<file path="src/rtl/mips_pkg.sv">
// Shared MIPS encoding constants: op-index enum, opcode/func values and the
// illegal-op threshold. Also imported by the control unit.
package mips_pkg;

    typedef enum logic [4:0] {
        OP_SLL     = 5'd0,
        OP_SRL     = 5'd1,
        OP_SRA     = 5'd2,
        OP_JR      = 5'd3,
        OP_SYSCALL = 5'd4,
        OP_ADD     = 5'd5,
        OP_ADDU    = 5'd6,
        OP_SUB     = 5'd7,
        OP_SUBU    = 5'd8,
        OP_AND     = 5'd9,
        OP_OR      = 5'd10,
        OP_XOR     = 5'd11,
        OP_NOR     = 5'd12,
        OP_SLT     = 5'd13,
        OP_SLTU    = 5'd14,
        OP_J       = 5'd15,
        OP_JAL     = 5'd16,
        OP_BEQ     = 5'd17,
        OP_BNE     = 5'd18,
        OP_ADDI    = 5'd19,
        OP_ADDIU   = 5'd20,
        OP_SLTI    = 5'd21,
        OP_ANDI    = 5'd22,
        OP_ORI     = 5'd23,
        OP_LW      = 5'd24,
        OP_SW      = 5'd25
    } op_e;

    // Op indices at or above this value are illegal.
    localparam logic [4:0] OP_ILLEGAL_MIN = 5'd26;

    localparam logic [5:0] OPC_SPECIAL = 6'd0;
    localparam logic [5:0] OPC_J       = 6'd2;
    localparam logic [5:0] OPC_JAL     = 6'd3;
    localparam logic [5:0] OPC_BEQ     = 6'd4;
    localparam logic [5:0] OPC_BNE     = 6'd5;
    localparam logic [5:0] OPC_ADDI    = 6'd8;
    localparam logic [5:0] OPC_ADDIU   = 6'd9;
    localparam logic [5:0] OPC_SLTI    = 6'd10;
    localparam logic [5:0] OPC_ANDI    = 6'd12;
    localparam logic [5:0] OPC_ORI     = 6'd13;
    localparam logic [5:0] OPC_LW      = 6'd35;
    localparam logic [5:0] OPC_SW      = 6'd43;

    localparam logic [5:0] FN_SLL     = 6'd0;
    localparam logic [5:0] FN_SRL     = 6'd2;
    localparam logic [5:0] FN_SRA     = 6'd3;
    localparam logic [5:0] FN_JR      = 6'd8;
    localparam logic [5:0] FN_SYSCALL = 6'd12;
    localparam logic [5:0] FN_ADD     = 6'd32;
    localparam logic [5:0] FN_ADDU    = 6'd33;
    localparam logic [5:0] FN_SUB     = 6'd34;
    localparam logic [5:0] FN_SUBU    = 6'd35;
    localparam logic [5:0] FN_AND     = 6'd36;
    localparam logic [5:0] FN_OR      = 6'd37;
    localparam logic [5:0] FN_XOR     = 6'd38;
    localparam logic [5:0] FN_NOR     = 6'd39;
    localparam logic [5:0] FN_SLT     = 6'd42;
    localparam logic [5:0] FN_SLTU    = 6'd43;

    // Output queue payload is {addr, word}.
    localparam int ENC_PAYLOAD_W = 64;

    typedef enum logic [1:0] {
        FMT_R = 2'd0,
        FMT_I = 2'd1,
        FMT_J = 2'd2
    } fmt_e;

endpackage

</file>
<file path="src/rtl/enc_fifo.sv">
// Two-entry output queue holding {addr, word}; head is presented unregistered.
// count_nxt exposes next-cycle occupancy so the parent can register in_ready.
module enc_fifo
    import mips_pkg::*;
(
    input  logic                     clk,
    input  logic                     rst_n,
    input  logic                     push,
    input  logic                     pop,
    input  logic [ENC_PAYLOAD_W-1:0] din,
    output logic                     valid,
    output logic [ENC_PAYLOAD_W-1:0] dout,
    output logic [1:0]               count_nxt
);

    logic [ENC_PAYLOAD_W-1:0] mem_q [2];
    logic [ENC_PAYLOAD_W-1:0] mem_d [2];
    logic                     wr_ptr_q, wr_ptr_d;
    logic                     rd_ptr_q, rd_ptr_d;
    logic [1:0]               cnt_q, cnt_d;

    // Next-state for storage, pointers and occupancy.
    always_comb begin
        mem_d[0] = mem_q[0];
        mem_d[1] = mem_q[1];
        wr_ptr_d = wr_ptr_q;
        rd_ptr_d = rd_ptr_q;
        if (push) begin
            mem_d[wr_ptr_q] = din;
            wr_ptr_d        = ~wr_ptr_q;
        end
        if (pop) begin
            rd_ptr_d = ~rd_ptr_q;
        end
        cnt_d = cnt_q + {1'b0, push} - {1'b0, pop};
    end

    assign valid     = (cnt_q != 2'd0);
    assign dout      = valid ? mem_q[rd_ptr_q] : '0;
    assign count_nxt = cnt_d;

    // State registers; reset drops any buffered words.
    always_ff @(posedge clk or negedge rst_n) begin
        if (!rst_n) begin
            mem_q[0] <= '0;
            mem_q[1] <= '0;
            wr_ptr_q <= 1'b0;
            rd_ptr_q <= 1'b0;
            cnt_q    <= 2'd0;
        end else begin
            mem_q[0] <= mem_d[0];
            mem_q[1] <= mem_d[1];
            wr_ptr_q <= wr_ptr_d;
            rd_ptr_q <= rd_ptr_d;
            cnt_q    <= cnt_d;
        end
    end

endmodule

</file>
<file path="src/rtl/instr_encoder.sv">
// MIPS instruction encoder: op index + fields in, 32-bit word + address out.
// Optional macro INSTR_ENC_BRANCH_REL_EN: beq/bne take an absolute byte target
// in in_imm and encode the PC-relative word offset; otherwise in_imm[15:0] is
// used verbatim.
module instr_encoder
    import mips_pkg::*;
#(
    parameter logic [31:0] BASE_ADDR = 32'h0000_0000
) (
    input  logic        clk,
    input  logic        rst_n,
    input  logic        in_valid,
    output logic        in_ready,
    input  logic [4:0]  in_op,
    input  logic [4:0]  in_rs,
    input  logic [4:0]  in_rt,
    input  logic [4:0]  in_rd,
    input  logic [4:0]  in_shamt,
    input  logic [31:0] in_imm,
    output logic        out_valid,
    input  logic        out_ready,
    output logic [31:0] out_word,
    output logic [31:0] out_addr,
    output logic        err
);

    logic [31:0] addr_q, addr_d;
    logic        err_q, err_d;
    logic        in_ready_q, in_ready_d;

    fmt_e        fmt;
    logic [5:0]  opcode, func;
    logic        use_rs, use_rt, use_rd, use_sh;
    logic [15:0] imm16;
    logic [31:0] word;
    logic        op_legal, accept, push, pop;
    logic [1:0]  count_nxt;
    logic [63:0] fifo_dout;
    logic        unused_imm;

`ifdef INSTR_ENC_BRANCH_REL_EN
    logic        is_branch;
    logic [31:0] br_off;
`endif

    // Decode op index into format, opcode/func and which fields survive.
    always_comb begin
        fmt    = FMT_R;
        opcode = OPC_SPECIAL;
        func   = FN_SLL;
        use_rs = 1'b1;
        use_rt = 1'b1;
        use_rd = 1'b1;
        use_sh = 1'b0;
        case (op_e'(in_op))
            OP_SLL:     begin func = FN_SLL; use_rs = 1'b0; use_sh = 1'b1; end
            OP_SRL:     begin func = FN_SRL; use_rs = 1'b0; use_sh = 1'b1; end
            OP_SRA:     begin func = FN_SRA; use_rs = 1'b0; use_sh = 1'b1; end
            OP_JR:      begin func = FN_JR; use_rt = 1'b0; use_rd = 1'b0; end
            OP_SYSCALL: begin func = FN_SYSCALL; use_rs = 1'b0; use_rt = 1'b0; use_rd = 1'b0; end
            OP_ADD:     func = FN_ADD;
            OP_ADDU:    func = FN_ADDU;
            OP_SUB:     func = FN_SUB;
            OP_SUBU:    func = FN_SUBU;
            OP_AND:     func = FN_AND;
            OP_OR:      func = FN_OR;
            OP_XOR:     func = FN_XOR;
            OP_NOR:     func = FN_NOR;
            OP_SLT:     func = FN_SLT;
            OP_SLTU:    func = FN_SLTU;
            OP_J:       begin fmt = FMT_J; opcode = OPC_J; end
            OP_JAL:     begin fmt = FMT_J; opcode = OPC_JAL; end
            OP_BEQ:     begin fmt = FMT_I; opcode = OPC_BEQ; end
            OP_BNE:     begin fmt = FMT_I; opcode = OPC_BNE; end
            OP_ADDI:    begin fmt = FMT_I; opcode = OPC_ADDI; end
            OP_ADDIU:   begin fmt = FMT_I; opcode = OPC_ADDIU; end
            OP_SLTI:    begin fmt = FMT_I; opcode = OPC_SLTI; end
            OP_ANDI:    begin fmt = FMT_I; opcode = OPC_ANDI; end
            OP_ORI:     begin fmt = FMT_I; opcode = OPC_ORI; end
            OP_LW:      begin fmt = FMT_I; opcode = OPC_LW; end
            OP_SW:      begin fmt = FMT_I; opcode = OPC_SW; end
            default:    fmt = FMT_R;
        endcase
    end

    // Immediate selection; branch offset is relative to the delay-slot PC.
`ifdef INSTR_ENC_BRANCH_REL_EN
    always_comb begin
        is_branch = (in_op == OP_BEQ) || (in_op == OP_BNE);
        br_off    = in_imm - (addr_q + 32'd4);
        imm16     = is_branch ? br_off[17:2] : in_imm[15:0];
    end
`else
    always_comb begin
        imm16 = in_imm[15:0];
    end
`endif

    // Assemble the word, zeroing fields the op does not use.
    always_comb begin
        case (fmt)
            FMT_I:   word = {opcode, in_rs, in_rt, imm16};
            FMT_J:   word = {opcode, in_imm[27:2]};
            default: word = {OPC_SPECIAL,
                             use_rs ? in_rs : 5'd0,
                             use_rt ? in_rt : 5'd0,
                             use_rd ? in_rd : 5'd0,
                             use_sh ? in_shamt : 5'd0,
                             func};
        endcase
    end

    assign unused_imm = ^in_imm[31:28];

    assign op_legal = (in_op < OP_ILLEGAL_MIN);
    assign accept   = in_valid && in_ready_q;
    assign push     = accept && op_legal;
    assign pop      = out_valid && out_ready;

    enc_fifo u_fifo (
        .clk       (clk),
        .rst_n     (rst_n),
        .push      (push),
        .pop       (pop),
        .din       ({addr_q, word}),
        .valid     (out_valid),
        .dout      (fifo_dout),
        .count_nxt (count_nxt)
    );

    assign out_addr = fifo_dout[63:32];
    assign out_word = fifo_dout[31:0];
    assign in_ready = in_ready_q;
    assign err      = err_q;

    // Next address, sticky error, and registered ready from next occupancy.
    always_comb begin
        addr_d     = push ? addr_q + 32'd4 : addr_q;
        err_d      = err_q | (accept & ~op_legal);
        in_ready_d = (count_nxt != 2'd2);
    end

    // Control registers.
    always_ff @(posedge clk or negedge rst_n) begin
        if (!rst_n) begin
            addr_q     <= BASE_ADDR;
            err_q      <= 1'b0;
            in_ready_q <= 1'b0;
        end else begin
            addr_q     <= addr_d;
            err_q      <= err_d;
            in_ready_q <= in_ready_d;
        end
    end

endmodule

</file>
<file path="config.mk">
export PLATFORM = sky130hd
export DESIGN_NAME = instr_encoder
export DESIGN_NICKNAME = d
export VERILOG_FILES = /design/src/rtl/mips_pkg.sv /design/src/rtl/enc_fifo.sv /design/src/rtl/instr_encoder.sv
export SDC_FILE = /design/constraint.sdc
export NUM_CORES = 1
export LEC_CHECK = 0
export ABC_CLOCK_PERIOD_IN_PS = 2600
export CORE_UTILIZATION = 40
export CTS_BUF_LIST = sky130_fd_sc_hd__clkbuf_8
export CTS_CLUSTER_SIZE = 12
export DETAILED_ROUTE_END_ITERATION = 8
export GPL_TIMING_DRIVEN = 0
export HOLD_SLACK_MARGIN = 0.05
export PLACE_DENSITY = 0.65
export SLEW_MARGIN = 20
export SYNTH_ARGS = -nofsm -noshare
export SYNTH_HDL_FRONTEND = slang
export SYNTH_SLANG_ARGS = --single-unit
</file>
<file path="constraint.sdc">
create_clock -name clk -period 2.6 [get_ports clk]
set_input_delay 0.52 -clock clk [delete_from_list [all_inputs] [get_ports clk]]
set_output_delay 0.52 -clock clk [all_outputs]
set_load 0.005 [all_outputs]
</file>
==> impl_metrics.yaml, run 1 <==
run_status:
  status: "finished, final reports clean"
routing:
  drt_iter0_drc: 417
  ant_nets: 0
  routed_wirelength_microns: 21130
  vias_per_cell: 5.050
  post_drt_wl_per_cell_microns: 16.18
  drt_first_pass_iters: 5
  routed-via-count: 6595
  drc: 0
sta:
  period_minus_slack_ns: 2.566
  final-max-slew-violation-count: 0
  rsz0062_at_grt: "true"
  hold_violations: 0
  setup_violations: 0
  layout_worst_path_cycle_share_pct: 98.70
  worst_pin_slew_ns: 0.7057
  tns_ns: 0
  max-slew-margin-rel_pct: 52.59
  fmax_mhz: 389.7
  holdWs_ns: 0.03666
  clock-skew-final_ns: 0.01057
placement:
  dpl_cell_area_sq_um: 9530
  dpl.hpwl_microns: 15280
  port_buffers: 119
  finalWeightedCongestion: 0.9179
logic_synthesis:
  syn_inst: 889
  synth_top_cell_area_share_pct: 49.65
  synth_common_cells: "nand2_1, dfrtp_1, nor2_1"
  synth_edf_count: 0
  ys_async_sr_fraction_pct: 100.0
  syn-cell-area_sq_um: 7964
  synthSimpleGateAreaFrac_pct: 22.80
  synthTopCellsByArea: "dfrtp_1, nand2_1, mux2i_1"
  synth_fa_ha_area_share_pct: 0.9112
  synth_compound_area_share_pct: 9.788
  synth_top_cell_by_area: "dfrtp_1"
  avgSynthCellArea_sq_um: 8.958
  synth_cell_type_count: 55
  yosysMostFrequentCell: "nand2_1"
  synth-xor-area-share_pct: 3.849
  synth_top_family_by_area: "simple AND/OR/NAND/NOR gates"
  ys_seq_elements: 158
  synth_flop_cell: "dfrtp_1"
  synth_mux_area_share_pct: 8.782
  yosys_warnings: 0
  synth_seq_area_share_pct: 49.65
final_layout:
  diodes: 0
  final_nets: 1094
  postLayoutCoreUtil_pct: 52.28
  layout.area.seq_sq_um: 3955
  n_fill_cell: 1862
  multiInputGateArea_sq_um: 3859
  area_growth_pct: 27.76
  drive_above_1_share_pct: 12.87
  final_cell_area_sq_um: 10170
clock_tree:
  cts_buffer_depth: 2
  clock_latency_ns: 0.46
  clkTransAtPathRegs_ns: 0.08
  htree_levels: 4
  cts_buffers: 17
  cts_tree: "done"
  clkSinkCount: 158
  postCtsHoldBufs: 0
  cts_root_buf: "clkbuf_8"
grt:
  grt_first_pass_wirelength_microns: 34040
  grt_max_degree: 81
  grt_remaining_overflow: 0
  grt_usage_pct: 21.87
  first_global_vias: 6333
  grt_antenna_before_repair: 0
worst_setup_path:
  cp_slowest_cell: "dfrtp_2"
  start_kind: "flop"
  path_delay_family: "buffers and inverters"
  worst-path-buf-inv: 2
  crit_path_cell_trace: "buf_4 > mux2i_1 > nor2_1 > clkdlybuf4s50_1"
  worst_path_largest_cell_delay_ns: 0.52
  path_class: "reg -> out"
  critical_path_required_ns: 2.08
  crit_arrival_ns: 2.05
  crit_fanout: 10
  cp-end-kind: "output pin"
floorplan:
  rows: 51
  coreArea_sq_um: 19460
  die_y_microns: 143.1
  io_pins: 128
  die_area_sq_um: 20480
  die_x_microns: 143.1
  start_util_pct: 40.92
power_and_ir_drop:
  vdd_ir_drop_max_mv: 0.5443
  leakage_nw: 4.769
  power_density_nw_per_um2: 846.0
  power.total_w: 0.008608
job:
  maxCapViolations: 0
min_path:
  hold_path.class: "in -> async"
## power breakdown
part / internal, W / switching, W / total (W) / leakage, nW
clock: 0.000880 / 0.000901 / 0.00178 / 0.206
combinational: 0.00164 / 0.00183 / 0.00347 / 2.49
sequential: 0.00299 / 0.000371 / 0.00336 / 2.07
total: 0.00551 / 0.00310 / 0.00861 / 4.77
## placed cells by master (no fill, tap or decap), types with 14 or more instances in the layout
cell type,netlist,final
dfrtp_1,158,157
buf_4,5,14
nand3_1,16,16
a21oi_1,50,42
a22oi_1,25,24
buf_2,32,26
clkbuf_8,0,23
mux2i_1,62,57
xnor2_1,29,29
nor2_1,134,132
clkdlybuf4s50_1,0,117
nand2_1,219,219
## flip-flops by register name, indices dropped and copies added, names as in the netlist
register and count:
u_fifo.wr_ptr_q 1, in_ready 1, u_fifo.rd_ptr_q 1, u_fifo.mem_q 122, addr_q 30, err 1
u_fifo.cnt_q 2
## cell families (layout without fill, tap and decap cells)
| group | after synthesis | count (layout) |
|---|---|---|
| other | 1 | 3 |
| and+or+nand+nor | 422 | 422 |
| adders and majority gates | 6 | 6 |
| muxes | 69 | 69 |
| AOI/OAI and AO/OA | 127 | 127 |
| buffers and inverters | 71 | 221 |
| DFF | 158 | 158 |
| xor gates and xnor gates | 35 | 35 |
## worst reg2reg max path: cells and delay by family (launching register included)
family	cells	cell delay (ns)
xor gates and xnor gates	2	0.37
adders and majority gates	2	0.46
buffers and inverters	2	0.12
DFF	1	0.41
and+or+nand+nor	3	0.52
## per-layer routing
metal,GRT usage [%],vias up,part of all wire [%]
met5,0,-,0
met4,8.206,0,2.5
met3,3.421,34,3.3
met2,34.17,131,46
met1,30.47,3189,48
li1,-,3241,-
## repair_timing
item,CTS,global route
resized for setup,57,22
endpoints found under the setup margin,123,89
pin swaps,1,1
cloned,0,0
setup buffers,2,0
hold endpoints to repair,0,0
## through the flow
| step | setup slack (ns) | std cells |
|---|---|---|
| floorplan | 0.01684 | 891 |
| global placement | -5.444 | 1275 |
| detailed placement | -1.033 | 1276 |
| CTS | -0.009864 | 1306 |
| global route | -0.06272 | 1306 |
| finish | 0.03383 | 1306 |
## layout make-up
class                      count  area share (%)
sequential                   158           38.87
inverter                       6          0.2213
multi-input combinational    662           37.92
clock buffer                  22           2.976
buffer                        61           3.689
tap                          265           3.259
timing repair buffer         122           12.20
clock inverter                10          0.8608
## final timing paths
check,start,end,slack (ns),cells past startpoint
worst max-delay path,u_fifo.rd_ptr_q,out_word[11],0.03,4
worst max register to register,u_fifo.cnt_q[0],in_ready,0.61,9
max in group asynchronous,rst_n,u_fifo.mem_q[17],1.76,2
min in group clk,u_fifo.mem_q[54],u_fifo.mem_q[54],0.48,2
worst min register to register,u_fifo.mem_q[54],u_fifo.mem_q[54],0.48,2
worst min-delay path,rst_n,u_fifo.mem_q[47],0.04,1
(Power assumes the default switching activity.)
==> inputs of run 2 (changes only) <==
--- a/config.mk
+++ b/config.mk
@@ -12,7 +12,6 @@
 export DETAILED_ROUTE_END_ITERATION = 8
 export GPL_TIMING_DRIVEN = 0
 export HOLD_SLACK_MARGIN = 0.05
-export PLACE_DENSITY = 0.65
 export SLEW_MARGIN = 20
 export SYNTH_ARGS = -nofsm -noshare
 export SYNTH_HDL_FRONTEND = slang
==> run 2 against run 1 <==
  * Clock power down 3%
  * Non-clock buffer count up 3
  * Sequential power down 1%
  * Largest cell class unchanged
==> impl_metrics.yaml, run 2 (synthesis results as in run 1) <==
run_status:
  status: "finished, final reports clean"
min_path:
  min_to: "u_fifo.mem_q[127]"
  hold_path.class: "reg -> reg"
  hold_depth: 2
  min-delay-start: "u_fifo.mem_q[127]"
worst_setup_path:
  cp-startpoint: "u_fifo.rd_ptr_q"
  reg2reg_slack_ns: 0.60
  crit_arrival_ns: 2.02
  path_class: "reg -> out"
  reg2reg_to: "in_ready"
  cp-end-kind: "output pin"
  r2r_start: "u_fifo.cnt_q[0]"
  critical_path_required_ns: 2.08
  start_kind: "flop"
  ff2ff_path_depth: 9
  crit_fanout: 10
clock_tree:
  cts_buffers: 17
  clkSinkCount: 158
  cts_tree: "done"
  clkTransAtPathRegs_ns: 0.09
  htree_levels: 4
  cts_root_buf: "clkbuf_8"
  cts_buffer_depth: 2
  clock_latency_ns: 0.46
final_layout:
  final_nets: 1097
  largest_register_ff_count: 122
  area_growth_pct: 27.57
  final_cell_count_no_fill: 1309
  diodes: 0
  final_common_cell: "nand2_1"
  reg.largest.list: "u_fifo.mem_q (122), addr_q (30), u_fifo.cnt_q (2)"
  final_cell_mix: "nand2_1, dfrtp_1, nor2_1, clkdlybuf4s50_1, mux2i_1"
  regMostFlops: "u_fifo.mem_q"
  drive_above_1_share_pct: 12.55
job:
  maxCapViolations: 0
sta:
  hold_violations: 0
  clock-skew-final_ns: 0.01588
  rsz0062_at_grt: "true"
  setup_violations: 0
  worst_pin_slew_ns: 0.7224
  layout_worst_path_cycle_share_pct: 97.77
  max-slew-margin-rel_pct: 51.47
  fin_ws_ns: 0.05799
  holdWs_ns: 0.4780
  period_minus_slack_ns: 2.542
  final-max-slew-violation-count: 0
  fmax_mhz: 393.4
routing:
  vias_per_cell: 5.052
  drt_first_pass_iters: 5
  post_drt_wl_per_cell_microns: 16.34
  drt_iter0_drc: 418
  drc: 0
  routed-via-count: 6613
  routed_wirelength_microns: 21390
  ant_nets: 0
grt:
  grt_usage_pct: 22.42
  grt_first_pass_wirelength_microns: 34860
  grt_max_degree: 87
  grt_antenna_before_repair: 0
  grt_remaining_overflow: 0
  first_global_vias: 6454
placement:
  pre_cts_ws_ns: -0.9902
  finalWeightedCongestion: 0.8672
  port_buffers: 119
  dp_cells: 1276
  dpl.hpwl_microns: 15310
floorplan:
  coreArea_sq_um: 19460
  io_pins: 128
  die_x_microns: 143.1
  rows: 51
  die_y_microns: 143.1
  start_util_pct: 40.92
  die_area_sq_um: 20480
power_and_ir_drop:
  vdd_ir_drop_max_mv: 0.5488
  leakage_nw: 4.800
  power_density_nw_per_um2: 843.2
[run 2: layout make-up]
class	count	area, sq um
Sequential cell	158	3955
Tap cell	265	331.6
Clock inverter	13	103.9
Multi-Input combinational cell	662	3807
Clock buffer	19	261.5
Inverter	6	22.52
Fill cell	1892	9303
Buffer	61	394.1
Timing Repair Buffer	125	1284
[run 2: where the power goes]
| part | switching (W) | leakage (nW) | internal (W) |
|---|---|---|---|
| clock network | 0.000988 | 0.184 | 0.000730 |
| registers | 0.000335 | 2.07 | 0.00299 |
| logic | 0.00184 | 2.55 | 0.00169 |
[run 2: critical path: stages (launching register included)]
cell and delay (ns):
dfrtp_2 0.42, buf_12 0.15, buf_6 0.16, mux2i_1 0.12
nor2_1 0.17, clkdlybuf4s50_1 0.53
[run 2: layer usage]
| metal | track usage (%) | up-vias | part of all wire, % | wire length, microns |
|---|---|---|---|---|
| li1 | - | 3249 | - | - |
| met1 | 31.63 | 3213 | 48 | 10360 |
| met2 | 35.51 | 129 | 47 | 9978 |
| met3 | 3.286 | 22 | 3.4 | 737 |
| met4 | 6.735 | 0 | 1.5 | 319 |
| met5 | 0 | - | 0 | 0 |
[run 2: how the worst max path moves through the flow]
| stage | cells past startpoint | slack (ns) | endpoint |
|---|---|---|---|
| 6_report | 5 | 0.06 | out_addr[2] |
| 5_1_grt | 12 | -0.02 | u_fifo.mem_q[24] |
| 4_1_cts | 4 | -0.05 | out_word[11] |
| 3_5_place_dp | 10 | -0.99 | u_fifo.mem_q[13] |
| 3_3_place_gp | 1 | -5.59 | u_fifo.mem_q[86] |
| 2_1_floorplan | 12 | 0.02 | u_fifo.mem_q[92] |
[run 2: repair_timing]
item                                   CTS  global route
gates resized for setup                 48            32
pin swaps                                0             2
hold buffers                             1             0
endpoints found under the hold margin   60             0
setup buffers                            1             3
setup endpoints to repair              122            92
[run 2: stage by stage]
step / area, sq um / setup TNS [ns] / utilization [%] / power (W)
floorplan: 7975 / 0 / - / 0.005162
global placement: 9498 / -940.80 / 48.80 / 0.006675
detailed placement: 9530 / -60.54 / 48.97 / 0.006710
CTS: 10040 / -0.1914 / 51.59 / 0.008556
global route: 10160 / -0.03452 / 52.20 / 0.009143
finish: 10160 / 0 / 52.20 / 0.008566
